<file path="config.mk">
export PLATFORM = sky130hd
export DESIGN_NAME = commit_wb_arbiter_flat
export DESIGN_NICKNAME = d
export VERILOG_FILES = /design/src/rtl/commit_wb_arbiter_pkg.sv /design/src/rtl/commit_wb_arbiter_if.sv /design/src/rtl/commit_rr_arbiter.sv /design/src/rtl/commit_wb_arbiter.sv /design/src/flat_wrapper.sv
export SDC_FILE = /design/constraint.sdc
export NUM_CORES = 1
export LEC_CHECK = 0
export BUFFER_PORTS_ARGS = -buffer_cell sky130_fd_sc_hd__buf_2
export CAP_MARGIN = 20
export CORE_AREA = 2 2 416 418
export DETAILED_ROUTE_END_ITERATION = 16
export DIE_AREA = 0 0 418 420
export GPL_ROUTABILITY_DRIVEN = 0
export PLACE_DENSITY = 0.3
export RECOVER_POWER = 25
export SETUP_SLACK_MARGIN = 0.05
export SLEW_MARGIN = 20
export SYNTH_ARGS = -nofsm -noshare
export SYNTH_HDL_FRONTEND = slang
export SYNTH_SLANG_ARGS = --single-unit
</file>
<file path="constraint.sdc">
create_clock -name clk -period 5.2 [get_ports clk]
set_clock_uncertainty 0.2 [all_clocks]
set_input_delay 0.26 -clock clk [delete_from_list [all_inputs] [get_ports clk]]
set_output_delay 0.26 -clock clk [all_outputs]
set_load 0.05 [all_outputs]
</file>
<file path="src/rtl/commit_wb_arbiter_pkg.sv">
// commit_wb_arbiter_pkg
//   Shared definitions for the commit/writeback merge block: source index
//   constants, the packed commit record layout, the lock FSM state type and
//   a helper that sizes source-index fields.
package commit_wb_arbiter_pkg;

    localparam int NW_BITS     = 2;
    localparam int NUM_THREADS = 4;
    localparam int NR_BITS     = 5;

    localparam int COMMIT_DATAW = NW_BITS + NUM_THREADS + 32 + NR_BITS + 1
                                + NUM_THREADS * 32 + 1;

    localparam int COMMIT_NUM_SRCS = 5;
    localparam int COMMIT_SRC_ALU  = 0;
    localparam int COMMIT_SRC_LSU  = 1;
    localparam int COMMIT_SRC_CSR  = 2;
    localparam int COMMIT_SRC_FPU  = 3;
    localparam int COMMIT_SRC_GPU  = 4;

    // eop sits in bit 0 of the packed record.
    typedef struct packed {
        logic [NW_BITS-1:0]        wid;
        logic [NUM_THREADS-1:0]    tmask;
        logic [31:0]               pc;
        logic [NR_BITS-1:0]        rd;
        logic                      wb;
        logic [NUM_THREADS*32-1:0] data;
        logic                      eop;
    } commit_rec_t;

    typedef enum logic {
        LOCK_UNLOCKED = 1'b0,
        LOCK_LOCKED   = 1'b1
    } lock_state_e;

    // A single source still needs a 1-bit index field.
    function automatic int sel_width(int n);
        return (n > 1) ? $clog2(n) : 1;
    endfunction

endpackage

</file>
<file path="src/rtl/commit_wb_arbiter_if.sv">
// commit_wb_arbiter_if
//   Bundles the per-source commit request ports and the merged output port.
//   Handshake: a beat transfers on any clock edge where valid && ready are
//   both high; a producer holds valid and data stable until that edge, and
//   ready never depends on the data being offered.
//   slave  : the arbiter (consumes req_*, produces out_* and debug state)
//   master : the environment (produces req_*, consumes out_*)
interface commit_wb_arbiter_if #(
    parameter int NUM_REQS = commit_wb_arbiter_pkg::COMMIT_NUM_SRCS,
    parameter int DATAW    = commit_wb_arbiter_pkg::COMMIT_DATAW
) ();
    localparam int SEL_W = commit_wb_arbiter_pkg::sel_width(NUM_REQS);

    logic [NUM_REQS-1:0]            req_valid;
    logic [NUM_REQS-1:0][DATAW-1:0] req_data;
    logic [NUM_REQS-1:0]            req_ready;

    logic                           out_valid;
    logic [DATAW-1:0]               out_data;
    logic [SEL_W-1:0]               out_sel;
    logic                           out_ready;

    commit_wb_arbiter_pkg::lock_state_e dbg_lock_state;
    logic [SEL_W-1:0]                   dbg_lock_owner;

    modport slave (
        input  req_valid, req_data, out_ready,
        output req_ready, out_valid, out_data, out_sel,
        output dbg_lock_state, dbg_lock_owner
    );

    modport master (
        output req_valid, req_data, out_ready,
        input  req_ready, out_valid, out_data, out_sel,
        input  dbg_lock_state, dbg_lock_owner
    );
endinterface

</file>
<file path="src/rtl/commit_rr_arbiter.sv">
// commit_rr_arbiter
//   Round-robin grant with an end-of-packet lock.
//   clk, reset   : clock, synchronous active-high reset
//   requests     : per-source valid
//   enable       : a grant becomes a transfer only when enable is high
//   grant_eop    : eop bit of the record offered by the granted source
//   grant        : one-hot grant
//   grant_idx    : index of the granted source
//   grant_valid  : some source is granted
//   lock_state   : current lock FSM state
//   lock_owner   : source owning the lock (meaningful while LOCKED)
module commit_rr_arbiter
    import commit_wb_arbiter_pkg::*;
#(
    parameter int NUM_REQS = COMMIT_NUM_SRCS,
    parameter int SEL_W    = sel_width(NUM_REQS)
) (
    input  logic                clk,
    input  logic                reset,
    input  logic [NUM_REQS-1:0] requests,
    input  logic                enable,
    input  logic                grant_eop,
    output logic [NUM_REQS-1:0] grant,
    output logic [SEL_W-1:0]    grant_idx,
    output logic                grant_valid,
    output lock_state_e         lock_state,
    output logic [SEL_W-1:0]    lock_owner
);

    lock_state_e      state_q, state_d;
    logic [SEL_W-1:0] owner_q, owner_d;
    logic [SEL_W-1:0] last_grant_q;
    logic [SEL_W-1:0] cand;
    logic             transfer;

    // While locked only the owner can win; an idle owner leaves no grant at
    // all so the packet cannot be interleaved with another source.
    always_comb begin
        grant       = '0;
        grant_idx   = '0;
        grant_valid = 1'b0;
        cand        = '0;
        if (state_q == LOCK_LOCKED) begin
            if (requests[owner_q]) begin
                grant_valid = 1'b1;
                grant_idx   = owner_q;
            end
        end else begin
            for (int k = 1; k <= NUM_REQS; k++) begin
                cand = SEL_W'((int'(last_grant_q) + k) % NUM_REQS);
                if (!grant_valid && requests[cand]) begin
                    grant_valid = 1'b1;
                    grant_idx   = cand;
                end
            end
        end
        if (grant_valid) begin
            grant[grant_idx] = 1'b1;
        end
    end

    assign transfer = grant_valid && enable;

    always_comb begin
        state_d = state_q;
        owner_d = owner_q;
        case (state_q)
            LOCK_UNLOCKED: begin
                if (transfer && !grant_eop) begin
                    state_d = LOCK_LOCKED;
                    owner_d = grant_idx;
                end
            end
            LOCK_LOCKED: begin
                if (transfer && grant_eop) begin
                    state_d = LOCK_UNLOCKED;
                end
            end
            default: state_d = LOCK_UNLOCKED;
        endcase
    end

    // last_grant resets to the highest index so source 0 has first priority.
    always_ff @(posedge clk) begin
        if (reset) begin
            state_q      <= LOCK_UNLOCKED;
            owner_q      <= '0;
            last_grant_q <= SEL_W'(NUM_REQS - 1);
        end else begin
            state_q <= state_d;
            owner_q <= owner_d;
            if (transfer) begin
                last_grant_q <= grant_idx;
            end
        end
    end

    assign lock_state = state_q;
    assign lock_owner = owner_q;

endmodule

</file>
<file path="src/rtl/commit_wb_arbiter.sv">
// commit_wb_arbiter
//   Merges the ALU/LSU/CSR/FPU/GPU commit streams into one registered
//   commit/writeback stream.
//   clk, reset : clock, synchronous active-high reset
//   bus        : slave side of commit_wb_arbiter_if
//                req_valid/req_data/req_ready  per-source commit inputs
//                out_valid/out_data/out_sel/out_ready  merged output
//                dbg_lock_state/dbg_lock_owner  lock FSM observation
module commit_wb_arbiter
    import commit_wb_arbiter_pkg::*;
#(
    parameter int NUM_REQS = COMMIT_NUM_SRCS,
    parameter int DATAW    = COMMIT_DATAW
) (
    input logic            clk,
    input logic            reset,
    commit_wb_arbiter_if.slave bus
);

    localparam int SEL_W = sel_width(NUM_REQS);

    logic                stall;
    logic                transfer;
    logic [NUM_REQS-1:0] grant;
    logic [SEL_W-1:0]    grant_idx;
    logic                grant_valid;
    logic [DATAW-1:0]    sel_data;
    lock_state_e         lock_state;
    logic [SEL_W-1:0]    lock_owner;

    logic                out_valid_q;
    logic [DATAW-1:0]    out_data_q;
    logic [SEL_W-1:0]    out_sel_q;

    // A held output blocks every source, so nothing is accepted that the
    // output register could not take this cycle.
    assign stall    = out_valid_q && !bus.out_ready;
    assign sel_data = bus.req_data[grant_idx];
    assign transfer = grant_valid && !stall;

    commit_rr_arbiter #(
        .NUM_REQS (NUM_REQS),
        .SEL_W    (SEL_W)
    ) u_arb (
        .clk         (clk),
        .reset       (reset),
        .requests    (bus.req_valid),
        .enable      (!stall),
        .grant_eop   (sel_data[0]),
        .grant       (grant),
        .grant_idx   (grant_idx),
        .grant_valid (grant_valid),
        .lock_state  (lock_state),
        .lock_owner  (lock_owner)
    );

    assign bus.req_ready = grant & {NUM_REQS{!stall}};

    // Reloading whenever not stalled gives back-to-back records with no
    // bubble when out_ready and a new transfer coincide.
    always_ff @(posedge clk) begin
        if (reset) begin
            out_valid_q <= 1'b0;
            out_data_q  <= '0;
            out_sel_q   <= '0;
        end else if (!stall) begin
            out_valid_q <= transfer;
            if (transfer) begin
                out_data_q <= sel_data;
                out_sel_q  <= grant_idx;
            end
        end
    end

    assign bus.out_valid      = out_valid_q;
    assign bus.out_data       = out_data_q;
    assign bus.out_sel        = out_sel_q;
    assign bus.dbg_lock_state = lock_state;
    assign bus.dbg_lock_owner = lock_owner;

endmodule

</file>
<file path="src/flat_wrapper.sv">
// flat-port wrapper written by rule: the top's interface ports become plain ports
module commit_wb_arbiter_flat import commit_wb_arbiter_pkg::*;
#(
    parameter int NUM_REQS = COMMIT_NUM_SRCS,
    parameter int DATAW    = COMMIT_DATAW
)
  (clk, reset, bus_req_valid, bus_req_data, bus_out_ready, bus_req_ready, bus_out_valid, bus_out_data, bus_out_sel, bus_dbg_lock_state, bus_dbg_lock_owner);
  commit_wb_arbiter_if #(.NUM_REQS(NUM_REQS), .DATAW(DATAW)) bus_i ();
  input logic clk;
  input logic reset;
  input wire logic [$bits(bus_i.req_valid)-1:0] bus_req_valid;
  input wire logic [$bits(bus_i.req_data)-1:0] bus_req_data;
  input wire logic [$bits(bus_i.out_ready)-1:0] bus_out_ready;
  output wire logic [$bits(bus_i.req_ready)-1:0] bus_req_ready;
  output wire logic [$bits(bus_i.out_valid)-1:0] bus_out_valid;
  output wire logic [$bits(bus_i.out_data)-1:0] bus_out_data;
  output wire logic [$bits(bus_i.out_sel)-1:0] bus_out_sel;
  output wire logic [$bits(bus_i.dbg_lock_state)-1:0] bus_dbg_lock_state;
  output wire logic [$bits(bus_i.dbg_lock_owner)-1:0] bus_dbg_lock_owner;
  assign bus_i.req_valid = bus_req_valid;
  assign bus_i.req_data = bus_req_data;
  assign bus_i.out_ready = bus_out_ready;
  assign bus_req_ready = bus_i.req_ready;
  assign bus_out_valid = bus_i.out_valid;
  assign bus_out_data = bus_i.out_data;
  assign bus_out_sel = bus_i.out_sel;
  assign bus_dbg_lock_state = bus_i.dbg_lock_state;
  assign bus_dbg_lock_owner = bus_i.dbg_lock_owner;
  commit_wb_arbiter #(.NUM_REQS(NUM_REQS), .DATAW(DATAW)) u_core (.clk(clk), .reset(reset), .bus(bus_i));
endmodule
</file>
==> flow_summary.yaml, run 1 <==
critical_path:
  cp.required_ns: 4.74
  cp-start-kind: "flop"
  crit_path_top_delay_cell: "or4bb_4"
  cp_slowest_stage_delay_ns: 0.54
  crit_arrival_ns: 4.99
  path_max_fanout: 3
  path_cells: "buf_6 -> inv_6 -> ha_4 -> xnor2_4 -> inv_2 -> ha_4 -> inv_4 -> ha_4 -> or4bb_4 -> o211ai_4 -> o211ai_1 -> a31o_1 -> a221o_1 -> a211oi_2 -> o311ai_2 -> a22oi_2 -> buf_4 -> o21ai_4 -> buf_12 -> buf_8 -> or2_4 -> buf_6 -> nor2_4 -> buf_6"
  crit_type: "flop to primary output"
  critPathCaptureType: "primary output"
timing:
  slew_violations: 0
  worstMarginPinSlew_ns: 0.8681
  fmax_mhz: 183.3
  max_slew_margin_pct: 42.13
  min_period_ns: 5.454
  fin_ws_ns: -0.2545
  hold_viol: 0
  finalSetupTns_ns: -19.25
  rsz0062_at_grt: "yes"
  post-route-period-util_pct: 104.9
  setup_viol: 167
clock_tree:
  clock-root-buffer: "clkbuf_16"
  clockBufferDepth: 2
  clkTransAtPathRegs_ns: 0.11
  cts_buffers: 17
  cts_sinks: 184
  clk_latency_ns: 0.54
  htreeDepth: 4
  cts_tree: "done"
floorplan:
  core-area_um2: 171000
  pin_count: 1059
  placementRows: 152
  chipHeight_um: 420
  die_w_um: 418
  initial_core_util_pct: 8.729
  design.die.area_um2: 175600
placed_design:
  io_buffers: 1058
  placed_area_um2: 25470
  pre_cts_slack_ns: -0.3347
  dp_hpwl_um: 120100
finish:
  layout-drive-gt1-share_pct: 56.67
  fin_area_um2: 37340
  mostFrequentLayoutCell: "buf_2"
  fin_util_pct: 21.84
  nNetsFinal: 4509
  multi_input_area_um2: 12120
  final_cell_mix: "buf_2 (1005), dlygate4sd3_1 (685), buf_4 (270), nand2_1 (196), dfxtp_1 (182)"
  area_growth_pct: 150.2
  layout.area.seq_um2: 3691
  fill_cells: 18875
run_status:
  status: "finished, violations left"
  violations: "setup timing"
grt:
  grt_pass1_vias: 24416
  antenna_found_initial: 95
  grt-ovfl-total: 0
  track_usage_pct: 16.43
  grt_pass1_wl_um: 198600
  grt_max_degree: 85
synthesis:
  synth_cell_types: 93
  synthCells: 1590
  synth_seq_cells: 184
  synth-seq-area-share_pct: 24.68
  yosysTopAreaCellShare_pct: 24.68
  synth-edff-count: 0
  avgSynthCellArea_um2: 9.386
  synth_async_sr_flop_share_pct: 0
  netlist_top_cells_area: "dfxtp_1 (25%), o41ai_2 (19%), a221o_1 (12%)"
  synth_warnings: 0
  synth_top_area_cell: "dfxtp_1"
  ys.flop_type: "dfxtp_1"
  syn_area_um2: 14920
  syn_nets: 2486
hold_path:
  min_path_type: "input port to flop"
detailed_routing:
  wl_um: 156900
  drc_errors: 0
  dr.first_iter.drc_count: 1411
  route.vias.total: 23854
  drtPass1Iterations: 7
  viasPerCell: 4.044
  ant_nets: 0
  post_drt_wl_per_cell_um: 26.59
flow_run:
  cap_violations: 0
-- metal layers --
layer | global-route usage (%) | share of wire (%) | up-vias
li1 | - | - | 10787
met1 | 19.01 | 40 | 11756
met2 | 27.84 | 49 | 969
met3 | 5.203 | 7.2 | 290
met4 | 6.774 | 3.6 | 52
met5 | 0 | 0.21 | -
-- stage by stage --
stage / hold slack, ns / instances
after floorplan: 0.2593 / 1590
after global placement: 0.2320 / 5016
after detailed placement: 0.2322 / 5016
after CTS: 0.001056 / 5786
after global routing: 0.01014 / 5890
final: 0.01312 / 5899
-- cells by family (layout without fill, tap and decap cells) --
logic type	Yosys count	count (layout)	synth area share, %
xor gates and xnor gates	5	5	0.3941
and+or+nand+nor	313	313	9.658
adders and majority gates	23	23	1.928
other	0	40	0
AOI/OAI and AO/OA	816	816	54.22
buffers and inverters	235	2271	7.981
DFF	184	184	24.68
muxes	14	14	1.140
-- cells in the mapped netlist, types with 9 or more instances --
cell type / instances
nand2_1: 202
dfxtp_1: 184
a221o_1: 174
a221oi_1: 173
o41ai_2: 170
a21oi_1: 138
buf_2: 100
clkbuf_1: 82
a21oi_2: 50
nor2_1: 26
ha_1: 23
inv_1: 20
o21ai_0: 12
buf_6: 11
o211ai_1: 11
a211oi_1: 10
nand2b_1: 9
nor3_1: 9
-- what timing repair did --
| item | 4_1_cts | 5_1_grt |
|---|---|---|
| hold buffers | 678 | 7 |
| endpoints found under the hold margin | 175 | 4 |
| pin swaps | 80 | 176 |
| gates cloned | 20 | 23 |
| setup endpoints to repair | 175 | 184 |
| buffers inserted | 41 | 52 |
| gates resized for setup | 273 | 247 |
-- final cells by class --
| cell class | instances | share of cell area, % |
|---|---|---|
| Antenna cell | 40 | 0.2681 |
| Clock buffer | 18 | 1.176 |
| Clock inverter | 14 | 0.4155 |
| Inverter | 24 | 0.2647 |
| Multi-Input combinational cell | 1171 | 32.47 |
| Sequential cell | 184 | 9.884 |
| Tap cell | 2233 | 7.482 |
| Timing Repair Buffer | 2215 | 48.04 |
-- flip-flops by register name, summed over array words and instances (netlist names) --
name and count:
u_core.u_arb.lock_owner 3, u_core.bus.out_sel 3, u_core.bus.out_valid 1, u_core.bus.out_data 173
u_core.u_arb.last_grant_q 3, u_core.u_arb.lock_state 1
-- critical path, delay by kind of cell, from the launching register on --
kind,cells,cell delay (ns)
flip-flops,1,0.38
AO/OA/AOI/OAI,8,1.51
AND/OR/NAND/NOR,3,0.87
XOR/XNOR,1,0.23
buffers and inverters,9,0.96
adder cells (fa/ha/maj),3,0.53
-- path summary, 6_finish.rpt --
path	from	slack, ns	end	cells after the start
worst max-delay path	u_core.u_arb.last_grant_q[0]$_SDFFE_PP0N_	-0.25	bus_req_ready[1]	24
worst min register to register	u_core.bus.out_data[80]$_SDFFE_PP0P_	0.26	u_core.bus.out_data[80]$_SDFFE_PP0P_	2
worst min-delay path	bus_req_data[622]	0.01	u_core.bus.out_data[103]$_SDFFE_PP0P_	3
worst max register to register	u_core.u_arb.last_grant_q[0]$_SDFFE_PP0N_	-0.21	u_core.bus.out_data[18]$_SDFFE_PP0P_	27
Power of run 1 is not shown: default switching activity piles up to over one toggle a cycle in this logic, so the estimate is an artifact.
==> run 2: changes to the inputs <==
- RECOVER_POWER: 25 -> 50
==> run 2 against run 1 <==
Against the previous run:
- the run still ends with setup timing left
- via count grew 0.25%
- worst hold slack gained 0.0023 ns
- register-to-register slack improved by 0.02 ns
- count of clock-buffer cells in the layout unchanged
- sequential share of layout area about the same
- cell area shrank 0.17%
- routed wire length hardly changed
- die area is the same
- global-route usage did not move
- core utilization about the same
- critical endpoint unchanged
==> flow_summary.yaml, run 2 (synthesis gave the netlist of run 1 again) <==
finish:
  nNetsFinal: 4509
  area_growth_pct: 149.8
  fill_cells: 18894
  layout-drive-gt1-share_pct: 55.35
  largest_reg_flops: 173
  multi_input_area_um2: 12120
  layout.area.seq_um2: 3691
  fin_area_um2: 37280
  final_cell_mix: "buf_2 (957), dlygate4sd3_1 (685), buf_4 (270), nand2_1 (196), dfxtp_1 (182)"
  mostFrequentLayoutCell: "buf_2"
critical_path:
  crit_path_start: "u_core.u_arb.last_grant_q[0]$_SDFFE_PP0N_"
  critPathCaptureType: "primary output"
  cp-start-kind: "flop"
  path_max_fanout: 3
  crit_arrival_ns: 4.98
  cp.required_ns: 4.74
  r2r_start: "u_core.u_arb.last_grant_q[0]$_SDFFE_PP0N_"
  crit_type: "flop to primary output"
hold_path:
  min_from: "bus_req_data[622]"
  min_path_type: "input port to flop"
detailed_routing:
  post_drt_wl_per_cell_um: 26.58
  dr.first_iter.drc_count: 1440
  route.vias.total: 23913
  drc_errors: 0
  drtPass1Iterations: 7
  wl_um: 156700
  ant_nets: 0
  viasPerCell: 4.055
timing:
  setup_viol: 165
  slew_violations: 0
  hold_viol: 0
  fin_ws_ns: -0.2366
  max_slew_margin_pct: 41.45
  hold_slack_ns: 0.01545
  rsz0062_at_grt: "yes"
  post-route-period-util_pct: 104.6
  min_period_ns: 5.437
  worstMarginPinSlew_ns: 0.8783
  fmax_mhz: 183.9
grt:
  grt_max_degree: 85
  grt_pass1_vias: 24416
  antenna_found_initial: 95
  grt-ovfl-total: 0
  grt_pass1_wl_um: 198600
  track_usage_pct: 16.43
clock_tree:
  cts_tree: "done"
  clock-root-buffer: "clkbuf_16"
  cts_sinks: 184
  htreeDepth: 4
  clkTransAtPathRegs_ns: 0.11
  clk_latency_ns: 0.54
  cts_buffers: 17
  clockBufferDepth: 2
floorplan:
  initial_core_util_pct: 8.729
  design.die.area_um2: 175600
  chipHeight_um: 420
  core-area_um2: 171000
  pin_count: 1059
  placementRows: 152
  die_w_um: 418
flow_run:
  cap_violations: 0
run_status:
  violations: "setup timing"
  status: "finished, violations left"
placed_design:
  placed_area_um2: 25470
  io_buffers: 1058
  dp_hpwl_um: 120100
[run 2: cell types whose count changed in the layout (fill, tap and decap cells not counted), sizes merged]
cell and change:
clkbuf +48, diode -2, buf -48
[run 2: metrics by stage]
stage                     utilization [%]  worst slack, ns   TNS, ns  instances
final                               21.80          -0.2366    -16.46       5897
after global routing                21.79          -0.4753    -53.40       5890
after CTS                           20.49          -0.3484    -26.33       5786
after detailed placement            14.90          -0.3347    -18.08       5016
after global placement              14.90          -0.3817    -25.06       5016
after floorplan                         -         -0.07870  -0.07870       1590
[run 2: what timing repair did]
| item | CTS | global route |
|---|---|---|
| setup buffers | 41 | 52 |
| setup endpoints to repair | 175 | 184 |
| resized for setup | 273 | 247 |
| cloned | 20 | 23 |
| hold endpoints to repair | 175 | 4 |
| pin swaps | 80 | 176 |
| hold buffers | 678 | 7 |
[run 2: critical path, cell delays in order (launching register included)]
cell and delay [ns]:
dfxtp_4 0.38, buf_6 0.11, inv_6 0.03, ha_4 0.17, xnor2_4 0.23, inv_2 0.08, ha_4 0.17, inv_4 0.05
ha_4 0.19, or4bb_4 0.54, o211ai_4 0.11, o211ai_1 0.12, a31o_1 0.23, a221o_1 0.38, a211oi_2 0.24, o311ai_2 0.13
a22oi_2 0.22, buf_4 0.15, o21ai_4 0.06, buf_12 0.15, buf_8 0.11, or2_4 0.26, buf_6 0.12, nor2_4 0.07
buf_6 0.16
[run 2: layout make-up]
cell class / instances / share of cell area [%]
antenna: 38 / 0.2551
clock buffer: 18 / 1.178
clock inverter: 14 / 0.4162
inverter: 24 / 0.2652
multi-input combinational: 1171 / 32.52
sequential: 184 / 9.902
tap: 2233 / 7.495
timing repair buffer: 2215 / 47.96
[run 2: layer usage]
metal	global-route usage, %	vias to the layer above	part of all wire [%]
li1	-	10783	-
met1	19.01	11830	40
met2	27.84	961	49
met3	5.203	283	7.3
met4	6.774	56	3.6
met5	0	-	0.23
[run 2: worst paths after layout]
check | endpoint | slack (ns) | cells after the start
hold / removal | u_core.bus.out_data[103]$_SDFFE_PP0P_ | 0.02 | 3
hold reg to reg | u_core.bus.out_data[80]$_SDFFE_PP0P_ | 0.26 | 2
setup / recovery | bus_req_ready[1] | -0.24 | 24
setup reg to reg | u_core.bus.out_data[18]$_SDFFE_PP0P_ | -0.19 | 27
Power of run 2 is left out for the same reason.
